`src/rtl/fetch_unit_pkg.sv`:
```
// fetch_unit_pkg: opcode constants, fetch state encodings and NOP word shared by the fetch stage.
package fetch_unit_pkg;
    localparam logic [5:0] OP_RTYPE = 6'h00;
    localparam logic [5:0] OP_J     = 6'h02;
    localparam logic [5:0] OP_BEQ   = 6'h04;
    localparam logic [5:0] OP_ADDI  = 6'h08;
    localparam logic [5:0] OP_LW    = 6'h23;
    localparam logic [5:0] OP_SW    = 6'h2b;
    localparam logic [5:0] OP_HALT  = 6'h3f;
    localparam logic [1:0] S_FETCH  = 2'd0;
    localparam logic [1:0] S_VALID  = 2'd1;
    localparam logic [1:0] S_HALT   = 2'd2;
    localparam logic [31:0] NOP_WORD = 32'h0;
endpackage

```
`src/rtl/fetch_unit.sv`:
```
// fetch_unit: PC owner and imem req/ack fetcher presenting one instruction per cycle to decode.
module fetch_unit
    import fetch_unit_pkg::*;
#(
    parameter logic [31:0] RESET_PC    = 32'h0000_0000,
    parameter logic [5:0]  HALT_OPCODE = OP_HALT
) (
    input  logic        clk,
    input  logic        rst_b,
    output logic        imem_req,
    output logic [31:0] imem_addr,
    input  logic        imem_ack,
    input  logic [31:0] imem_data,
    input  logic        hazard_stall,
    input  logic        redirect,
    input  logic [31:0] redirect_pc,
    output logic [31:0] instruction,
    output logic [31:0] pc_out,
    output logic        stall_b,
    output logic        halted
);
    logic [1:0]  state_q, state_d;
    logic [31:0] pc_q, pc_d, instr_q, instr_d, pc_out_q, pc_out_d;
    logic        squash_q, squash_d;
    logic        is_fetch, is_valid, is_halt_op, load;

    assign is_fetch    = state_q == S_FETCH;
    assign is_valid    = state_q == S_VALID;
    assign is_halt_op  = instr_q[31:26] == HALT_OPCODE;
    assign stall_b     = is_valid && !hazard_stall;
    // a squashed request must not be re-driven at the new pc until its ack drains
    assign imem_req    = rst_b && ((is_fetch && !squash_q) || (stall_b && !is_halt_op));
    assign imem_addr   = pc_q;
    assign instruction = instr_q;
    assign pc_out      = pc_out_q;
    assign halted      = state_q == S_HALT;
    assign load        = imem_ack && imem_req;

    always_comb begin
        state_d  = state_q;
        pc_d     = pc_q;
        instr_d  = instr_q;
        pc_out_d = pc_out_q;
        squash_d = squash_q;
        if (!halted && redirect) begin
            pc_d     = {redirect_pc[31:2], 2'b00};
            state_d  = S_FETCH;
            squash_d = (imem_req || squash_q) && !imem_ack;
        end else if (load) begin
            instr_d  = imem_data;
            pc_out_d = pc_q;
            pc_d     = pc_q + 32'd4;
            state_d  = S_VALID;
        end else if (is_fetch && imem_ack) begin
            squash_d = 1'b0;
        end else if (stall_b) begin
            state_d = is_halt_op ? S_HALT : S_FETCH;
        end
    end

    always_ff @(posedge clk or negedge rst_b) begin
        if (!rst_b) begin
            state_q  <= S_FETCH;
            pc_q     <= RESET_PC;
            instr_q  <= NOP_WORD;
            pc_out_q <= 32'h0;
            squash_q <= 1'b0;
        end else begin
            state_q  <= state_d;
            pc_q     <= pc_d;
            instr_q  <= instr_d;
            pc_out_q <= pc_out_d;
            squash_q <= squash_d;
        end
    end
endmodule

```
`config.mk`:
```
export PLATFORM = sky130hd
export DESIGN_NAME = fetch_unit
export DESIGN_NICKNAME = d
export VERILOG_FILES = /design/src/rtl/fetch_unit_pkg.sv /design/src/rtl/fetch_unit.sv
export SDC_FILE = /design/constraint.sdc
export NUM_CORES = 1
export LEC_CHECK = 0
export ABC_AREA = 0
export CORE_MARGIN = 2
export CORE_UTILIZATION = 35
export CTS_BUF_LIST = sky130_fd_sc_hd__clkbuf_4 sky130_fd_sc_hd__clkbuf_8
export DETAILED_ROUTE_END_ITERATION = 7
export PLACE_DENSITY_LB_ADDON = 0.25
export SLEW_MARGIN = 10
export SYNTH_ARGS = -nofsm -noshare
export SYNTH_HDL_FRONTEND = slang
export SYNTH_SLANG_ARGS = --single-unit
```
`constraint.sdc`:
```
create_clock -name clk -period 3.72 [get_ports clk]
set_input_delay 0.744 -clock clk [delete_from_list [all_inputs] [get_ports clk]]
set_output_delay 0.744 -clock clk [all_outputs]
set_load 0.005 [all_outputs]
```
Yosys cells after proc, flatten, opt, wreduce, memory -nomap -nowiden:

Cells that the tools add are included.

* register bits: 99
* bits of input ports: 69
* logic and storage cells: 44

* add/subtract/negate cells: 1
* eq/ne operators: 5
* mux-type cells: 10
* bitwise operators: 1
* reductions and logical operators: 22

Operator list (number)
* $mux 32: 2
* $add 32x3->32 const B: 1
* $mux 2: 5
* $logic_and 1x1->1: 8
* $eq 6x6->1 const B: 1
* $reduce_and 2->1: 3
* $logic_not 1->1: 5
* $reduce_bool 2->1: 2
* $mux 1: 3
* $ne 3x3->1 const B: 1
* $reduce_bool 3->1: 1
* $eq 2x1->1 const B: 1
* $eq 2x2->1 const B: 1
* $logic_not 2->1: 1
* $logic_or 1x1->1: 2
* $ne 2x1->1 const B: 1
* $not 1->1: 1

Depth between registers and ports, before layout:

Gate-level depths: netlist of the first run.

* depth in word-level cells: 8
* depth in mapped cells: 9
* gate-level depth less buffers: 6

Least setup slack after synthesis of the first run:

No wires, ideal clock.

* kind: input-to-output
* start point: in hazard_stall
* end point: out imem_req
* arrival time: 1388 ps
* setup slack: 1588 ps
* stages: 4
* cells stage by stage: mux2i_1 o2111ai_2 inv_4 buf_2

* longest elaborated chain between the ends: 5

Ends and longest elaborated chain
* start, declared: RTL line fetch_unit.sv:14 `input logic hazard_stall,`
* $logic_not 1->1: RTL line fetch_unit.sv:30 `assign stall_b = is_valid && !hazard_stall;`
* $logic_and 1x1->1: RTL line fetch_unit.sv:30
* $logic_and 1x1->1: RTL line fetch_unit.sv:32 `assign imem_req = rst_b && ((is_fetch && !squash_q) || (stall_b && !is_halt_op));`
* $logic_or 1x1->1: RTL line fetch_unit.sv:32
* $logic_and 1x1->1: RTL line fetch_unit.sv:32
* end, declared: RTL line fetch_unit.sv:10 `output logic imem_req,`

Every way passes these cells.

Final worst setup path of the first run:

Same ends and word-level chain as after synthesis.

==> key figures, run 1 <==
Placed design
  • Detailed placement HPWL: 8150 um
  • Number of port buffers: 161
  • Final weighted congestion in routability-driven placement: 0.793
  • Post-Place Cells: between 600 and 700

Clock network
  • CTS sink count: 95
  • PostCTS Resize Cnt: 0
  • Max clock buf depth: 2
  • Hold buffers post-CTS: 0
  • Clock latency on the worst-skew pair: 380 ps
  • H-tree lvl count: 3
  • Clock Tree Root: sky130_fd_sc_hd__clkbuf_8
  • Number of buffers created by CTS: 9
  • Setup repair bufs after CTS: 0
  • Clock tree from TritonCTS: yes
  • Clock input transition at the sequential cells of the worst setup and hold paths: 80 ps

STA
  • Setup repair after global routing missed its margin: false
  • Hold Worst Slack: 424 ps
  • Worst-case clock skew: 9.03 ps
  • Endpoints failing setup: 0
  • Final worst path period need: about 3200 ps
  • Top achievable clock speed: roughly 310 MHz
  • Slew at the pin closest to its max-slew limit: 753 ps
  • Final number of hold-violating endpoints: 0
  • Final Slew Violations: 0
  • Final sum of negative setup slack: 0 ps
  • Final period util: a little under nine tenths
  • Slew margin rel.: 49.8%

Finish
  • Fraction of final layout cells with drive strength greater than 1: 17.5%
  • Leading cell type in the layout, fill and taps excluded: sky130_fd_sc_hd__clkdlybuf4s50_1
  • Non-filler instance count after layout: 700
  • Fin nets: 597
  • Number of antenna cells inserted: 0
  • P&R area growth vs syn: 45.3%
  • Highest-count cells in the layout ignoring fill and taps: sky130_fd_sc_hd__clkdlybuf4s50_1, sky130_fd_sc_hd__dfrtp_1, sky130_fd_sc_hd__mux2_2, sky130_fd_sc_hd__nand2_1, sky130_fd_sc_hd__o21ai_0

Synthesis
  • Yosys Warn Count: 0
  • Yosys reg bits: 95
  • Library cell with the largest summed area after synthesis: sky130_fd_sc_hd__dfrtp_1
  • Post-synth EDFFs: 0
  • Number of unique standard cell types used by synthesis: 45
  • Sequential fraction of the synthesis area: 54.7%
  • Cell types with the largest area share after synthesis: sky130_fd_sc_hd__dfrtp_1, sky130_fd_sc_hd__mux2_2, sky130_fd_sc_hd__o21ai_0
  • Post-Syn Area: between 0.004 and 0.005 sq mm
  • Area fraction of the dominant cell type after synthesis: a little over half
  • Post-synthesis async set-or-reset flop share: 100%
  • Synthesized area per cell: 11.8 sq um
  • Number of standard cells after synthesis: 369
  • Commonest register cell after synthesis: sky130_fd_sc_hd__dfrtp_1

Detailed routing
  • Violation count after the first detailed-route iteration: 137
  • Average wire per cell in the routed design: roughly 16 um
  • Per-cell via count in the routed design: roughly 4.9
  • Final routed DRC violation total: 0
  • Final wirelength: roughly 11,000 um
  • Vias after detailed routing: around 3,500
  • ANT nets after route: 0
  • First-pass iteration count of the detailed router: 4

Power and ir drop
  • Leakage power figure: roughly 0.0026 uW
  • Cell area power density: 501 mW/mm^2
  • Maximum vdd ir drop: approximately 0.36 mV

Global route
  • Total congestion overflow: 0
  • Global-route wire length before repair: 17,600 um
  • Number of antenna violations at the first check in global routing: 0
  • GRT Util Overall: 17.1%
  • Vias in the first global route: about 3,400
  • Maximum number of pins on one net before global-route repair: 61

Run status
  • Status: complete, no violations

Die
  • Die outline area: 0.0133 sq mm
  • Core region area: 0.0121 sq mm
  • Ports placed on the boundary: 168
  • Floorplan row count: 40
  • Die outline height: approximately 120 um
  • X dimension of the die: 115 um
  • Initial Util: 36.0%

Setup path
  • Kind of start point of the critical path: input pin
  • Critical path capture point type: output port
  • Largest fanout on the critical path: 19
  • Worst EP required: 2980 ps
  • Kind of critical path: input pin to output port
  • Arrival time at the worst endpoint: 2440 ps

Job
  • Maximum Capacitance Violations: 0

Hold path
  • Class of the most critical hold timing path: input pin to asynchronous set/reset pin
==> per-layer routing <==
layer / vias to the layer above / track usage, % / share of wire (%)
li1: 1637 / - / -
met1: 1682 / 21.2 / 43
met2: 128 / 27.6 / 47
met3: 14 / 6.69 / 8.6
met4: 0 / 5.54 / 1.5
met5: - / 0 / 0
==> cell families (layout without fill, tap and decap cells) <==
kind of cell	Yosys count	in the layout	synth area share (%)
simple gates	112	112	14.8
flops	95	95	54.7
mux	60	60	15.5
compound gates	55	55	7.75
buf+inv	32	192	4.26
xor+xnor	13	13	2.62
fa+ha+maj	1	1	0.288
other cells	1	4	0.0863
==> state kept, by name (all words and copies together) (netlist names) <==
name / flops
imem_addr: 30
pc_out: 30
squash_q: 1
state_q: 2
instruction: 32
==> synth_stat cells, types with 3 or more instances <==
library cell / count
sky130_fd_sc_hd__dfrtp_1: 95
sky130_fd_sc_hd__mux2_2: 58
sky130_fd_sc_hd__nand2_1: 32
sky130_fd_sc_hd__o21ai_0: 26
sky130_fd_sc_hd__nor2_1: 16
sky130_fd_sc_hd__a31oi_1: 15
sky130_fd_sc_hd__nand3_1: 12
sky130_fd_sc_hd__nand4_1: 12
sky130_fd_sc_hd__xor2_1: 9
sky130_fd_sc_hd__buf_2: 8
sky130_fd_sc_hd__inv_1: 8
sky130_fd_sc_hd__or3_1: 7
sky130_fd_sc_hd__or4_1: 7
sky130_fd_sc_hd__clkbuf_1: 6
sky130_fd_sc_hd__o31ai_1: 6
sky130_fd_sc_hd__buf_4: 5
sky130_fd_sc_hd__and2_1: 4
sky130_fd_sc_hd__xnor2_1: 4
sky130_fd_sc_hd__clkbuf_8: 3
sky130_fd_sc_hd__o211ai_1: 3
==> path summary, 6_finish.rpt <==
kind	from	endpoint	slack, ps	depth (start not counted)
max in group asynchronous	rst_b	instruction[15]	2180	3
worst max register to register	state_q[0]	instruction[15]	1380	6
worst min register to register	pc_out[21]	pc_out[21]	490	2
worst min-delay path	rst_b	instruction[5]	420	2
min in group clk	pc_out[21]	pc_out[21]	490	2
worst max-delay path	hazard_stall	imem_req	540	5
==> critical path, cell delays in order <==
cell and delay [ps]:
sky130_fd_sc_hd__clkdlybuf4s50_1 460, sky130_fd_sc_hd__mux2i_1 190, sky130_fd_sc_hd__o2111ai_2 230, sky130_fd_sc_hd__inv_4 260, sky130_fd_sc_hd__clkdlybuf4s50_1 560
==> stage by stage <==
stage                     area, sq um  worst slack [ps]  utilization (%)  total power (uW)
after floorplan                  4360              1590                -              1770
after global placement           6100               582             50.5              2410
after detailed placement         6100               553             50.5              2450
after CTS                        6310               535             52.3              3210
after global routing             6310               454             52.3              3350
final                            6310               535             52.3              3160
==> where the power goes <==
group / internal (uW) / total (uW) / switching [uW]
Combinational: 664 / 963 / 299
Sequential: 1280 / 1440 / 168
Clock: 399 / 753 / 354
Total: 2340 / 3160 / 821
==> cell type report <==
type | count | area, sq um
fill | 1101 | 5750
sequential | 95 | 2380
multi-input combinational | 245 | 1810
timing repair buffer | 167 | 1670
tap | 168 | 210
clock buffer | 12 | 146
clock inverter | 4 | 70.1
inverter | 9 | 36.3
(Power assumes the default switching activity.)
==> run 2, diff against run 1 <==
CELL_PAD_IN_SITES_DETAIL_PLACEMENT = 1   (was unset)
CELL_PAD_IN_SITES_GLOBAL_PLACEMENT = 2   (was unset)
CORE_UTILIZATION = 30   (was 35)
==> key figures, run 2 (synthesized netlist as in run 1, its figures left out) <==
Setup path
  • R2R Path Start: state_q[0]
  • Critical path capture point type: output port
  • Largest fanout on the critical path: 19 (unchanged)
  • Worst EP required: 2980 ps (about the same)
  • Arrival time at the worst endpoint: 2420 ps (-20 ps)
  • FF-to-FF setup slack: 1360 ps (-20 ps)
  • Worst Reg2Reg Path Length in Cells: 6 (unchanged)
  • Kind of critical path: input pin to output port
  • Capture point of the worst reg-to-reg path: instruction[16]
  • Kind of start point of the critical path: input pin

STA
  • Setup repair after global routing missed its margin: false
  • Final sum of negative setup slack: 0 ps (unchanged)
  • Final worst path period need: 3170 ps (-19.2 ps)
  • Top achievable clock speed: 316 MHz (+0.61%)
  • Final Slew Violations: 0 (unchanged)
  • Final period util: 85.1% (-0.51 points)
  • Slew at the pin closest to its max-slew limit: 772 ps (+19.1 ps)
  • Worst-case clock skew: 14.3 ps (+5.24 ps)
  • Hold Worst Slack: 465 ps (+40.6 ps)
  • Endpoints failing setup: 0 (unchanged)
  • Final number of hold-violating endpoints: 0 (unchanged)
  • Slew margin rel.: 48.5% (-1.3 points)

Detailed routing
  • Average wire per cell in the routed design: 17.4 um (+8.2%)
  • Per-cell via count in the routed design: 4.90 (-0.92%)
  • Vias after detailed routing: 3,488 (+0.78%)
  • Violation count after the first detailed-route iteration: 105 (-23%)
  • First-pass iteration count of the detailed router: 4 (unchanged)
  • ANT nets after route: 0 (unchanged)
  • Final routed DRC violation total: 0 (unchanged)
  • Final wirelength: 12,400 um (+10%)

Power and ir drop
  • Logic pwr share: 31.5% (+1.0 points)
  • Flop pwr share: 46.9% (+1.2 points)
  • Share of power burned in the clock network: 21.6% (-2.2 points)
  • Cell area power density: 490 mW/mm^2 (-2.2%)
  • Switching fraction of total power: 28.8% (+2.8 points)
  • Switching power of the nets: 887 uW (+8.1%)
  • Leakage power figure: 0.00253 uW (-1.0%)
  • Internal power consumption: 2200 uW (-6.1%)
  • Maximum vdd ir drop: 0.172 mV (-52%)

Clock network
  • Clock Tree Root: sky130_fd_sc_hd__clkbuf_8
  • Setup repair bufs after CTS: 0 (unchanged)
  • Number of buffers created by CTS: 9 (unchanged)
  • Max clock buf depth: 2 (unchanged)
  • Clock latency on the worst-skew pair: 380 ps (about the same)
  • H-tree lvl count: 3 (unchanged)
  • PostCTS Resize Cnt: 0 (unchanged)
  • Clock tree from TritonCTS: yes
  • CTS sink count: 95 (unchanged)
  • Hold buffers post-CTS: 0 (unchanged)
  • Clock input transition at the sequential cells of the worst setup and hold paths: 100 ps (+20 ps)

Hold path
  • Class of the most critical hold timing path: input pin to asynchronous set/reset pin

Die
  • Die outline area: 0.0155 sq mm (+16%)
  • Ports placed on the boundary: 168 (unchanged)
  • Core region area: 0.0140 sq mm (+16%)
  • X dimension of the die: 124 um (+7.7%)
  • Initial Util: 31.1% (-5.0 points)
  • Floorplan row count: 43 (+7.5%)
  • Die outline height: 124 um (+7.7%)

Run status
  • Status: complete, no violations

Placed design
  • Detailed placement HPWL: 9130 um (+12%)
  • Final weighted congestion in routability-driven placement: 0.716 (-9.7%)
  • Number of port buffers: 161 (unchanged)

Finish
  • P&R area growth vs syn: 44.9%
  • Leading cell type in the layout, fill and taps excluded: sky130_fd_sc_hd__clkdlybuf4s50_1
  • Max reg flops: 32 (unchanged)
  • Highest-count cells in the layout ignoring fill and taps: sky130_fd_sc_hd__clkdlybuf4s50_1, sky130_fd_sc_hd__dfrtp_1, sky130_fd_sc_hd__mux2_2, sky130_fd_sc_hd__nand2_1, sky130_fd_sc_hd__o21ai_0
  • Fraction of final layout cells with drive strength greater than 1: 17.5% (unchanged)
  • Fin nets: 597 (unchanged)
  • Number of antenna cells inserted: 0 (unchanged)

Job
  • Maximum Capacitance Violations: 0 (unchanged)

Global route
  • Number of antenna violations at the first check in global routing: 0 (unchanged)
  • Global-route wire length before repair: 20,300 um (+15%)
  • Total congestion overflow: 0 (unchanged)
  • Vias in the first global route: 3,731 (+9.0%)
  • Maximum number of pins on one net before global-route repair: 59 (-3.3%)
  • GRT Util Overall: 16.4% (-0.68 points)
[run 2: worst max-delay path by stage]
stage                  from        to  slack, ps  cells past startpoint
6_report       hazard_stall  imem_req        550                      5
5_1_grt        hazard_stall  imem_req        430                      5
4_1_cts        hazard_stall  imem_req        530                      5
3_5_place_dp   hazard_stall  imem_req        540                      5
3_3_place_gp   hazard_stall  imem_req        560                      5
2_1_floorplan  hazard_stall  imem_req       1590                      4
[run 2: cell type report]
class / count / area, sq um
tap: 180 / 225
timing repair buffer: 167 / 1670
inverter: 9 / 36.3
multi-input combinational: 245 / 1810
clock buffer: 9 / 124
clock inverter: 7 / 61.3
sequential: 95 / 2380
fill: 1524 / 7690
[run 2: routing by layer]
metal	track usage [%]	routed length [um]	vias up
li1	-	-	1644
met1	21.6	5770	1721
met2	26.3	5770	112
met3	4.12	675	11
met4	5.95	188	0
met5	0	0	-
[run 2: metrics by stage]
step | utilization [%] | cell area, sq um | worst slack [ps] | instances | power (uW)
after floorplan | - | 4360 | 1590 | 372 | 1770
after global placement | 43.7 | 6110 | 563 | 696 | 2420
after detailed placement | 43.7 | 6110 | 538 | 696 | 2460
after CTS | 45.0 | 6300 | 530 | 712 | 3140
after global routing | 45.0 | 6300 | 432 | 712 | 3280
final | 45.0 | 6300 | 554 | 712 | 3080
[run 2: power by group through the flow]
stage / logic (uW) / registers, uW / clock network [uW]
4_1_cts: 994 / 1450 / 694
3_3_place_gp: 969 / 1450 / 0
6_report: 971 / 1450 / 665
3_5_place_dp: 990 / 1470 / 0
2_1_floorplan: 307 / 1460 / 0
5_1_grt: 1050 / 1490 / 746
[run 2: critical path, stage by stage]
cell	delay, ps
sky130_fd_sc_hd__clkdlybuf4s50_1	440
sky130_fd_sc_hd__mux2i_1	180
sky130_fd_sc_hd__o2111ai_2	230
sky130_fd_sc_hd__inv_4	260
sky130_fd_sc_hd__clkdlybuf4s50_1	560
